**config.mk**
```make
export PLATFORM = sky130hd
export DESIGN_NAME = seqdet_sched
export DESIGN_NICKNAME = d
export VERILOG_FILES = /design/src/rtl/seqdet_sched.sv
export SDC_FILE = /design/constraint.sdc
export NUM_CORES = 1
export LEC_CHECK = 0
export BUFFER_PORTS_ARGS = -buffer_cell sky130_fd_sc_hd__buf_2
export CAP_MARGIN = 5
export CORE_MARGIN = 4
export CORE_UTILIZATION = 50
export CTS_CLUSTER_DIAMETER = 120
export DETAILED_ROUTE_END_ITERATION = 7
export PLACE_DENSITY = 0.91
export SYNTH_ARGS = -nofsm -noshare
export SYNTH_HDL_FRONTEND = slang
export SYNTH_SLANG_ARGS = --single-unit
```
**constraint.sdc**
```tcl
create_clock -name i_clk -period 1.8 [get_ports i_clk]
set_input_delay 0.18 -clock i_clk [delete_from_list [all_inputs] [get_ports i_clk]]
set_output_delay 0.18 -clock i_clk [all_outputs]
set_load 0.01 [all_outputs]
```
**src/rtl/seqdet_sched.sv**
```systemverilog
// seqdet_sched: shares one serial "10010" Mealy detector among N_REQ requesters, one word at a time.
// Define SEQDET_SCHED_FIXED_PRIO_EN for fixed lowest-index priority; default build is round-robin.
module seqdet_sched #(
    parameter int N_REQ  = 4,
    parameter int WORD_W = 8,
    parameter int CNT_W  = $clog2(WORD_W + 1)
) (
    input  logic                    i_clk,
    input  logic                    i_rst_n,
    input  logic [N_REQ-1:0]        i_req,
    input  logic [N_REQ*WORD_W-1:0] i_data,
    output logic [N_REQ-1:0]        o_gnt,
    output logic [N_REQ-1:0]        o_done,
    output logic [CNT_W-1:0]        o_hit_cnt,
    output logic                    o_busy,
    output logic                    o_det_rst,
    output logic                    o_det_j,
    input  logic                    i_det_w
);
    localparam int PTR_W = $clog2(N_REQ);
    localparam int BIT_W = $clog2(WORD_W);

    localparam logic [2:0] S_IDLE   = 3'd0;
    localparam logic [2:0] S_GRANT  = 3'd1;
    localparam logic [2:0] S_CLR    = 3'd2;
    localparam logic [2:0] S_SHIFT  = 3'd3;
    localparam logic [2:0] S_REPORT = 3'd4;

    logic [2:0]        r_state;
    logic [2:0]        w_next;
    logic [PTR_W-1:0]  r_ptr;
    logic [PTR_W-1:0]  r_owner;
    logic [PTR_W-1:0]  w_pick;
    logic [PTR_W-1:0]  w_idx;
    logic [PTR_W:0]    w_sum;
    logic [WORD_W-1:0] r_sh;
    logic [BIT_W-1:0]  r_bitCnt;
    logic [CNT_W-1:0]  r_hitCnt;
    logic [CNT_W-1:0]  r_hitOut;
    logic              r_detRst;

    // Search from the pointer upward with wrap; scanning high offsets first leaves the nearest winner.
    always_comb begin
        w_pick = '0;
        w_sum  = '0;
        w_idx  = '0;
        for (int k = N_REQ - 1; k >= 0; k--) begin
            w_sum = {1'b0, r_ptr} + (PTR_W + 1)'(k);
            if (w_sum >= (PTR_W + 1)'(N_REQ))
                w_sum = w_sum - (PTR_W + 1)'(N_REQ);
            w_idx = w_sum[PTR_W-1:0];
            if (i_req[w_idx])
                w_pick = w_idx;
        end
    end

    always_comb begin
        w_next = r_state;
        case (r_state)
            S_IDLE:   if (|i_req) w_next = S_GRANT;
            S_GRANT:  w_next = S_CLR;
            S_CLR:    w_next = S_SHIFT;
            S_SHIFT:  if (r_bitCnt == '0) w_next = S_REPORT;
            S_REPORT: w_next = S_IDLE;
            default:  w_next = S_IDLE;
        endcase
    end

    always_ff @(posedge i_clk or negedge i_rst_n) begin
        if (!i_rst_n) begin
            r_state  <= S_IDLE;
            r_ptr    <= '0;
            r_owner  <= '0;
            r_sh     <= '0;
            r_bitCnt <= '0;
            r_hitCnt <= '0;
            r_hitOut <= '0;
            r_detRst <= 1'b1;
        end else begin
            r_state  <= w_next;
            r_detRst <= (w_next == S_CLR);
            case (r_state)
                S_IDLE: begin
                    if (|i_req)
                        r_owner <= w_pick;
                end
                S_GRANT: begin
                    r_sh     <= i_data[r_owner*WORD_W +: WORD_W];
                    r_hitCnt <= '0;
                end
                S_CLR: begin
                    r_bitCnt <= BIT_W'(WORD_W - 1);
                end
                S_SHIFT: begin
                    r_sh     <= {r_sh[WORD_W-2:0], 1'b0};
                    r_bitCnt <= r_bitCnt - 1'b1;
                    if (i_det_w)
                        r_hitCnt <= r_hitCnt + 1'b1;
                    // The reported count must include a hit on the final bit.
                    if (r_bitCnt == '0)
                        r_hitOut <= r_hitCnt + CNT_W'(i_det_w);
                end
                S_REPORT: begin
`ifdef SEQDET_SCHED_FIXED_PRIO_EN
                    r_ptr <= '0;
`else
                    if (r_owner == PTR_W'(N_REQ - 1))
                        r_ptr <= '0;
                    else
                        r_ptr <= r_owner + 1'b1;
`endif
                end
                default: ;
            endcase
        end
    end

    always_comb begin
        o_gnt  = '0;
        o_done = '0;
        if (r_state == S_GRANT)
            o_gnt[r_owner] = 1'b1;
        if (r_state == S_REPORT)
            o_done[r_owner] = 1'b1;
    end

    assign o_busy    = (r_state != S_IDLE);
    assign o_det_rst = r_detRst;
    assign o_det_j   = (r_state == S_SHIFT) & r_sh[WORD_W-1];
    assign o_hit_cnt = r_hitOut;

endmodule

```
; ---- After elaboration in Yosys (flattened, before gate mapping)
; Index checks and enable logic that the tools add are counted.
[totals]
ff_bits = 27
in_bits = 39
out_inout_bits = 15
elab_cells = 76
[op_classes]
addsub = 11
order_cmp = 10
n_eq_ne = 7
n_shift = 1
muxes = 28
bitwise = 1
n_reduce_logical = 10
[ops]
columns = cell, count
row1 = $shiftx A32 B6 Y8, 1
row2 = $mux W2, 9
row3 = $pmux W8 S2, 1
row4 = $lt A2 B3 Y1 const B, 5
row5 = $mux W4, 3
row6 = $pmux W3 S4, 1
row7 = $eq A3 B2 Y1 const B, 3
row8 = $ge A3 B3 Y1 const B, 3
row9 = $bmux W1 S2, 4
row10 = $pmux W4 S2, 1
row11 = $sub A2 B1 Y2 const B, 4
row12 = $add A2 B2 Y3 const B, 2
row13 = $logic_not A3 Y1, 2
row14 = $mux W3, 2
row15 = $pmux W3 S2, 1
row16 = $reduce_and A2 Y1, 3
row17 = $mux W1, 5
row18 = $add A4 B1 Y4, 1
row19 = $add A4 B1 Y4 const B, 1
row20 = $reduce_bool A2 Y1, 2
row21 = $reduce_or A4 Y1, 1
row22 = $add A2 B1 Y3 const B, 1
row23 = $eq A3 B1 Y1 const B, 1
row24 = $eq A3 B3 Y1 const B, 1
row25 = other kinds (10), 10

; ---- Depth between registers and ports, before layout
; Gate-level depths: netlist of the first run.
[logic_depth]
word_depth = 9
mapped_depth = 6
ltp_nobuf = 6

; ---- Least setup slack after synthesis of the first run
; OpenSTA, ideal clock, no wires.
[synth_path]
kind = register to register
start = reg r_bitCnt[0]
end = reg r_hitOut[0] (netlist: o_hit_cnt[0])
setup_time_ns = 0.125
arrival_time_ns = 1.338
required_time_ns = 1.675
path_slack_ns = 0.338
stages_incl_launch_ff = 6
path_buffers = 0
period_less_slack_ns = 1.462
path_cell_list = dfrtp_1 -> inv_1 -> ha_1 -> nand3b_1 -> nor3_2 -> mux2_2
[synth_via]
elab_chain_len = 2
[synth_rtl]
columns = item, line_no
row1 = from (decl), 37  ; logic [BIT_W-1:0] r_bitCnt;
row2 = from (signal assigned), 92  ; r_bitCnt <= BIT_W'(WORD_W - 1);
row3 = from (signal assigned), 96  ; r_bitCnt <= r_bitCnt - 1'b1;
row4 = $logic_not A3 Y1, 100  ; if (r_bitCnt == '0)
row5 = $reduce_and A2 Y1 (no source line), --
row6 = to (signal assigned), 101  ; r_hitOut <= r_hitCnt + CNT_W'(i_det_w);
row7 = to (decl), 39  ; logic [CNT_W-1:0] r_hitOut;
; Every way passes these cells.
; A chain may end at the register's enable or synchronous reset.

; ---- Final worst setup path of the first run
[layout_path]
start = reg r_state[0]
end = out o_gnt[2]
[layout_via]
elab_chain_len = 2
[layout_rtl]
columns = item, line_no
row1 = from (decl), 29  ; logic [2:0] r_state;
row2 = from (signal assigned), 80  ; r_state <= w_next;
row3 = $eq A3 B1 Y1, 121  ; if (r_state == S_GRANT)
row4 = $mux W4, 121
row5 = to (decl), 12  ; output logic [N_REQ-1:0] o_gnt,
; Every way passes these cells.

==> results.tsv, run 1 <==
metric	value	unit
outcome	finished clean	
synth_ff_type	dfrtp_1	
critPathKind	reg2out	
path_buf_inv	1	
syn2layout_area_growth	25.5	%
gp_congestion	0.819	
dpl.hpwl	2.84	mm
fin_worst_skew	0.00776	ns
cp-start-kind	flop	
async_flop_share	100	%
synth_mux_area_share	13.9	%
die_h	64.9	um
ys_types	34	
whs	0.148	ns
setup_viol	0	
clock.fmax	593	MHz
holdPathStages	3	
synthesis.nets	209	
drive_gt1_share	38.9	%
synth_area_leaders	dfrtp_1 40%, mux4_2 11%, ha_1 7.0%	
cp.depth	3	
drv_cap	0	
cts_tree	built	
placed_area	0.00194	mm2
holdCritPathClass	in2reg	
cp.arrival	1.51	ns
worst_setup_path_end_kind	primary output	
syn_area_per_cell	10.0	um2
fp.dieW	64.9	um
root_buffer	clkbuf_4	
netlist_top_cells_count	26 x dfrtp_1, 21 x nand2_1, 18 x nand3_1, 11 x nor2_1	
synth_seq_area_share	41.9	%
n_fill_cell	243	
rsz0062_at_grt	false	
avgRoutedWirePerCell	14.1	um
crit_slowest_cell	dfrtp_1	
slowest_delay	0.56	ns
vias	1452	
p_leak	1.04	nW
synth_most_common_cell	dfrtp_1	
cp_data_required_time	1.62	ns
grt_start_max_net_pins	28	
row_count	20	
fp.coreArea	0.00308	mm2
worstMarginPinSlew	0.577	ns
slew_headroom	61.5	%
synth_top_area_share	40.2	%
yosysWarnings	0	
regArea	682	um2
viasPerCell	5.48	
clkTransAtPathRegs	0.15	ns
yosys.area.top_type	dfrtp_1	
synth_xor_area_share	1.08	%
setup_tns	0	ns
synth_edf_count	0	
remaining_drc_errors	0	
multi_input_area	885	um2
yosys.area_share.simple	23.5	%
reg2reg_slack	0.26	ns
synth.ff_latch_count	27	
grt_usage	19.1	%
die_area	0.00421	mm2
ios	54	
grt_pass1_vias	1400	
io_buffer_count	53	
num_antenna_cells	0	
path_max_fanout	9	
drt_iter0_markers	60	
synth_top_family_by_area	simple AND/OR/NAND/NOR gates	
final_cell_area	0.00203	mm2
finalHoldViolCount	0	
antenna_found_initial	0	
period_share	93.8	%
overflow	0	
synth_fa_ha_area_share	6.97	%
firstDrtPassIters	4	
synth_compound_area_share	8.67	%
power.density	1380	mW/mm2
clk-insertion-delay-late	0.34	ns
synth_area	0.00162	mm2
slew_viol_final	0	
crit_chain	nor2b_4 > and3_1 > buf_2	
finalWirelength	3.74	mm
ff2ff_path_depth	4	
fin_nets	270	
cts_max_path_buffers	2	
numCtsBuffers	3	
crit_family	flip-flops	
ant_nets	0	
initial_core_util	52.5	%
clock-sinks	27	
layout.cells.non_filler	265	
final_util	65.9	%
period_needed	1.69	ns
grt_pass1_wl	6.35	mm
irDropWorstVdd	0.841	mV
dp_cells	255	
htreeDepth	1	
synth_cells	161	
## flip-flops by register name, indices dropped and copies added, names as in the netlist
register	count
r_owner	2
o_hit_cnt	4
r_bitCnt	3
r_sh	8
r_state	3
r_ptr	2
o_det_rst	1
r_hitCnt	4
## timing repair
| item | in CTS | in global routing |
|---|---|---|
| pin swaps | 0 | 0 |
| setup endpoints to repair | 9 | 9 |
| endpoints found under the hold margin | 26 | 0 |
| resized for setup | 2 | 4 |
| hold buffers | 1 | 0 |
| buffers inserted | 0 | 5 |
## worst reg2reg max path: cells and delay by family (launching register included)
family	cells	cell delay, ns
simple gates	3	0.81
flops	1	0.52
compound gates	1	0.17
## stage by stage
stage	setup slack, ns	total power [mW]
after CTS	0.00359	2.69
after global placement	0.187	2.35
final	0.112	2.79
after floorplan	0.338	2.05
after global routing	0.0116	3.03
after detailed placement	0.163	2.40
## final timing paths
check	start	to
min	i_req[2]	r_owner[1]
max	r_state[0]	o_gnt[2]
min reg2reg	r_sh[5]	r_sh[5]
max reg2reg	r_state[0]	r_owner[0]
max in group asynchronous	i_rst_n	r_owner[0]
min in group asynchronous	i_rst_n	r_ptr[0]
## logic make-up (layout without fill, tap and decap cells)
logic type               count (synthesis)  count (layout)
buffers and inverters                   14              74
multiplexers                            12              12
XOR/XNOR                                 2               2
AND/OR/NAND/NOR                         76              76
flip-flops                              27              27
adder cells (fa/ha/maj)                  9               9
AO/OA/AOI/OAI                           21              21
## layout make-up
| cell class | count | share of cell area, % |
|---|---|---|
| Multi-Input combinational cell | 120 | 43.6 |
| Sequential cell | 27 | 33.6 |
| Timing Repair Buffer | 65 | 17.6 |
| Tap cell | 44 | 2.71 |
| Clock buffer | 3 | 1.11 |
| Inverter | 5 | 0.925 |
| Clock inverter | 1 | 0.370 |
## metal layers
layer	track usage (%)	part of all wire, %	vias up
met2	30.8	50	65
li1	-	-	695
met5	0	0	-
met1	25.3	40	684
met4	6.33	1.6	0
met3	4.51	8.7	8
## layout by cell type, fill, tap and decap left out, types with 3 or more instances in the layout
master / synthesis / final
buf_2: 1 / 53
dfrtp_1: 26 / 24
nand2_1: 21 / 21
nand3_1: 18 / 18
buf_4: 1 / 11
nor2_1: 11 / 10
and3_1: 9 / 9
ha_1: 9 / 9
mux4_2: 8 / 8
a21oi_1: 7 / 7
inv_1: 5 / 5
nand2b_1: 4 / 4
a22o_1: 4 / 4
nor3_1: 3 / 3
mux2_2: 3 / 3
clkbuf_4: 0 / 3
## power by group
part           internal [mW]  total, mW  switching [mW]
Sequential             0.860       1.12           0.261
Combinational          0.740       1.39           0.651
Clock                 0.0852      0.277           0.192
No activity file was read; power rests on OpenSTA's default activity.
==> run 2: changes to the inputs <==
==> config.mk (replaced) <==
export PLATFORM = sky130hd
export DESIGN_NAME = seqdet_sched
export DESIGN_NICKNAME = d
export VERILOG_FILES = /design/src/rtl/seqdet_sched.sv
export SDC_FILE = /design/constraint.sdc
export NUM_CORES = 1
export LEC_CHECK = 0
export CAP_MARGIN = 5
export CORE_MARGIN = 4
export CORE_UTILIZATION = 60
export CTS_BUF_LIST = sky130_fd_sc_hd__clkbuf_16
export CTS_CLUSTER_DIAMETER = 120
export DETAILED_ROUTE_END_ITERATION = 7
export DONT_BUFFER_PORTS = 1
export PLACE_DENSITY = 0.88
export SYNTH_ARGS = -nofsm -noshare
export SYNTH_HDL_FRONTEND = slang
export SYNTH_SLANG_ARGS = --single-unit
==> results.tsv, run 2 (synthesized netlist as in run 1, its figures left out) <==
metric	value	unit
setup_ws	0.139	ns
ios	54	
power	2.82	mW
die_area	0.00359	mm2
firstDrtPassIters	4	
slew_viol_final	0	
holdCritPathClass	in2reg	
antenna_found_initial	0	
viasPerCell	6.39	
clock.fmax	602	MHz
post_cts_buffers	0	
setup_tns	0	ns
finalHoldViolCount	0	
drive_gt1_share	15.3	%
htreeDepth	1	
num_antenna_cells	0	
outcome	finished clean	
setup_viol	0	
irDropWorstVdd	1.05	mV
cp-start-kind	flop	
whs	0.106	ns
clkTransAtPathRegs	0.06	ns
dp_cells	187	
grt_usage	22.3	%
row_count	18	
root_buffer	clkbuf_16	
n_fill_cell	203	
dpl.hpwl	2.76	mm
period_share	92.3	%
remaining_drc_errors	0	
placed_area	0.00165	mm2
clk-insertion-delay-late	0.26	ns
preCtsSetupSlack	0.135	ns
grt_start_max_net_pins	28	
period_needed	1.66	ns
largest_reg_flops	8	
overflow	0	
reg2reg_slack	0.20	ns
vias	1234	
gp_congestion	0.906	
path_max_fanout	12	
fp.coreArea	0.00252	mm2
cp_data_required_time	1.62	ns
numCtsBuffers	3	
clock-sinks	27	
cp.arrival	1.48	ns
p_leak	0.824	nW
ant_nets	0	
fin_worst_skew	0.00468	ns
drt_iter0_markers	53	
die_h	59.9	um
slew_headroom	62.4	%
regMostFlops	r_sh	
layout_common_cells	25 x dfrtp_1, 21 x nand2_1, 18 x nand3_1	
avgRoutedWirePerCell	19.1	um
fin_nets	212	
worst_setup_path_end_kind	primary output	
io_buffer_count	0	
initial_core_util	64.1	%
final_common_cell	dfrtp_1	
critPathKind	reg2out	
grt_pass1_wl	5.85	mm
rsz0062_at_grt	false	
drv_cap	0	
layout.cells.non_filler	193	
grt_pass1_vias	1295	
cts_tree	built	
power.density	1610	mW/mm2
final_cell_area	0.00176	mm2
syn2layout_area_growth	8.75	%
final_util	69.7	%
fp.dieW	59.9	um
worstMarginPinSlew	0.562	ns
finalWirelength	3.69	mm
cts_max_path_buffers	2	
==> run 2: layout make-up <==
type	count	area, um2	share of cell area (%)
timing repair buffer	7	67.6	3.84
multi-input combinational	120	877	49.9
inverter	5	18.8	1.07
sequential	27	678	38.6
clock inverter	1	3.75	0.214
clock buffer	3	75.1	4.27
tap	30	37.5	2.14
==> run 2: path summary, 6_finish.rpt <==
check                      cells past startpoint      endpoint       start
hold / removal                                 2    r_owner[1]    i_req[2]
hold reg to reg                                2       r_sh[1]     r_sh[1]
setup reg to reg                               4    r_owner[0]  r_state[0]
max in group asynchronous                      2     o_det_rst     i_rst_n
min in group asynchronous                      2  o_hit_cnt[3]     i_rst_n
setup / recovery                               2      o_gnt[3]  r_owner[1]
==> run 2: where the power goes <==
part / total, mW / switching [mW] / internal (mW)
sequential: 1.20 / 0.340 / 0.857
clock: 0.496 / 0.199 / 0.297
combinational: 1.13 / 0.542 / 0.587
total: 2.82 / 1.08 / 1.74
==> run 2: repair_timing <==
item,in CTS,in global routing
hold buffers,2,0
resized for setup,1,1
pin swaps,0,0
setup endpoints to repair,4,2
endpoints found under the hold margin,27,0
gates cloned,0,0
==> run 2: metal layers <==
metal / routed length (um) / up-vias / GRT usage, %
met4: 187 / 0 / 15.5
met3: 230 / 15 / 6.26
met2: 1860 / 44 / 35.8
li1: - / 583 / -
met5: 0 / - / 0
met1: 1400 / 592 / 25.4
==> run 2: critical path, stage by stage, from the launching register on <==
cell and delay, ns:
dfrtp_1 0.65, ha_1 0.33, and3_1 0.24
==> run 3: changes to the inputs <==
--- a/config.mk
+++ b/config.mk
@@ -5,7 +5,7 @@
 export SDC_FILE = /design/constraint.sdc
 export NUM_CORES = 1
 export LEC_CHECK = 0
-export CAP_MARGIN = 5
+export CAP_MARGIN = 20
 export CORE_MARGIN = 4
 export CORE_UTILIZATION = 60
 export CTS_BUF_LIST = sky130_fd_sc_hd__clkbuf_16
@@ -13,6 +13,7 @@
 export DETAILED_ROUTE_END_ITERATION = 7
 export DONT_BUFFER_PORTS = 1
 export PLACE_DENSITY = 0.88
+export REMOVE_ABC_BUFFERS = 1
 export SYNTH_ARGS = -nofsm -noshare
 export SYNTH_HDL_FRONTEND = slang
 export SYNTH_SLANG_ARGS = --single-unit
==> results.tsv, run 3 (synthesized netlist as in run 1, its figures left out) <==
metric	value	unit
clock.fmax	625	MHz
dpl.hpwl	2.60	mm
grt_start_max_net_pins	28	
antenna_found_initial	0	
grt_pass1_wl	5.95	mm
initial_core_util	64.1	%
remaining_drc_errors	0	
p_leak	0.832	nW
num_antenna_cells	0	
path_max_fanout	13	
gp_congestion	0.740	
finalHoldViolCount	0	
numCtsBuffers	3	
htreeDepth	1	
clkTransAtPathRegs	0.07	ns
finalWirelength	3.65	mm
irDropWorstVdd	1.27	mV
setup_viol	0	
regMostFlops	r_sh	
holdCritPathClass	in2reg	
reg2reg_slack	0.25	ns
io_buffer_count	0	
ios	54	
worst_setup_path_end_kind	primary output	
cp.arrival	1.42	ns
slew_headroom	74.0	%
largest_reg_flops	8	
final_common_cell	dfrtp_1	
slew_viol_final	0	
cp-start-kind	flop	
layout_common_cells	25 x dfrtp_1, 21 x nand2_1, 18 x nand3_1	
cts_tree	built	
worstMarginPinSlew	0.390	ns
cp_data_required_time	1.62	ns
avgRoutedWirePerCell	18.6	um
overflow	0	
fp.dieW	59.9	um
clock-sinks	27	
viasPerCell	6.43	
whs	0.142	ns
period_needed	1.60	ns
critPathKind	reg2out	
die_area	0.00359	mm2
syn2layout_area_growth	10.2	%
period_share	88.9	%
drt_iter0_markers	71	
grt_usage	22.0	%
root_buffer	clkbuf_16	
die_h	59.9	um
fin_worst_skew	0.00206	ns
vias	1261	
cts_max_path_buffers	2	
ant_nets	0	
firstDrtPassIters	4	
outcome	finished clean	
fp.coreArea	0.00252	mm2
grt_pass1_vias	1331	
rsz0062_at_grt	false	
fin_nets	215	
drive_gt1_share	16.9	%
clk-insertion-delay-late	0.26	ns
setup_tns	0	ns
drv_cap	0	
row_count	18	
power.density	1620	mW/mm2
-- run 3: changes by cell type in the layout (fill, tap and decap cells not counted), sizes merged --
| cell | previous run | this run |
|---|---|---|
| clkinvlp | 0 | 1 |
| buf | 6 | 9 |
| inv | 6 | 5 |
-- run 3: metal layers --
| layer | share of wire, % | global-route usage (%) | wire length (um) | vias to the layer above |
|---|---|---|---|---|
| met5 | 0 | 0 | 0 | - |
| met1 | 37 | 26.7 | 1340 | 612 |
| met4 | 2.7 | 8.54 | 100 | 0 |
| li1 | - | - | - | 590 |
| met2 | 54 | 38.6 | 1980 | 48 |
| met3 | 6.1 | 3.89 | 223 | 11 |
-- run 3: power by group --
group | total (mW) | switching, mW | leakage (nW) | internal, mW
Combinational | 1.22 | 0.598 | 0.466 | 0.621
Sequential | 1.17 | 0.308 | 0.329 | 0.857
Clock | 0.503 | 0.201 | 0.0371 | 0.302
Total | 2.89 | 1.11 | 0.832 | 1.78
-- run 3: critical path, stage by stage, from the launching register on --
cell and delay (ns):
dfrtp_2 0.58, inv_1 0.12, ha_1 0.23, and3_1 0.23
-- run 3: final cells by class --
class	count	area (um2)
clock buffers	3	75.1
well taps	30	37.5
flip-flops and latches	27	678
inverters	5	18.8
clock inverters	1	7.51
fillers	168	741
multi-input cells	120	875
repair buffers	10	90.1
-- run 3: path summary, 6_finish.rpt --
check                           cells past startpoint     endpoint  startpoint
worst max-delay path                                3     o_gnt[2]  r_owner[0]
worst min-delay path                                2   r_owner[1]    i_req[2]
worst max register to register                      4   r_owner[0]  r_state[0]
worst min register to register                      2      r_sh[2]     r_sh[2]
max in group asynchronous                           2    o_det_rst     i_rst_n
min in group asynchronous                           2  r_hitCnt[0]     i_rst_n
-- run 3: timing repair --
| item | in CTS | in global routing |
|---|---|---|
| resized for setup | 1 | 0 |
| buffers inserted | 0 | 0 |
| endpoints found under the setup margin | 5 | 0 |
| hold buffers | 2 | 0 |
| hold endpoints to repair | 27 | 0 |
-- run 3: stage by stage --
step / instances / setup WS [ns] / total power [mW] / util (%) / instance area [um2]
final: 196 / 0.200 / 2.89 / 70.6 / 1780
after global routing: 196 / 0.0995 / 3.12 / 70.6 / 1780
after CTS: 196 / 0.201 / 2.90 / 70.6 / 1780
after detailed placement: 190 / 0.143 / 2.34 / 66.1 / 1670
after global placement: 190 / 0.204 / 2.25 / 66.1 / 1670
after floorplan: 152 / 0.261 / 1.98 / - / 1570
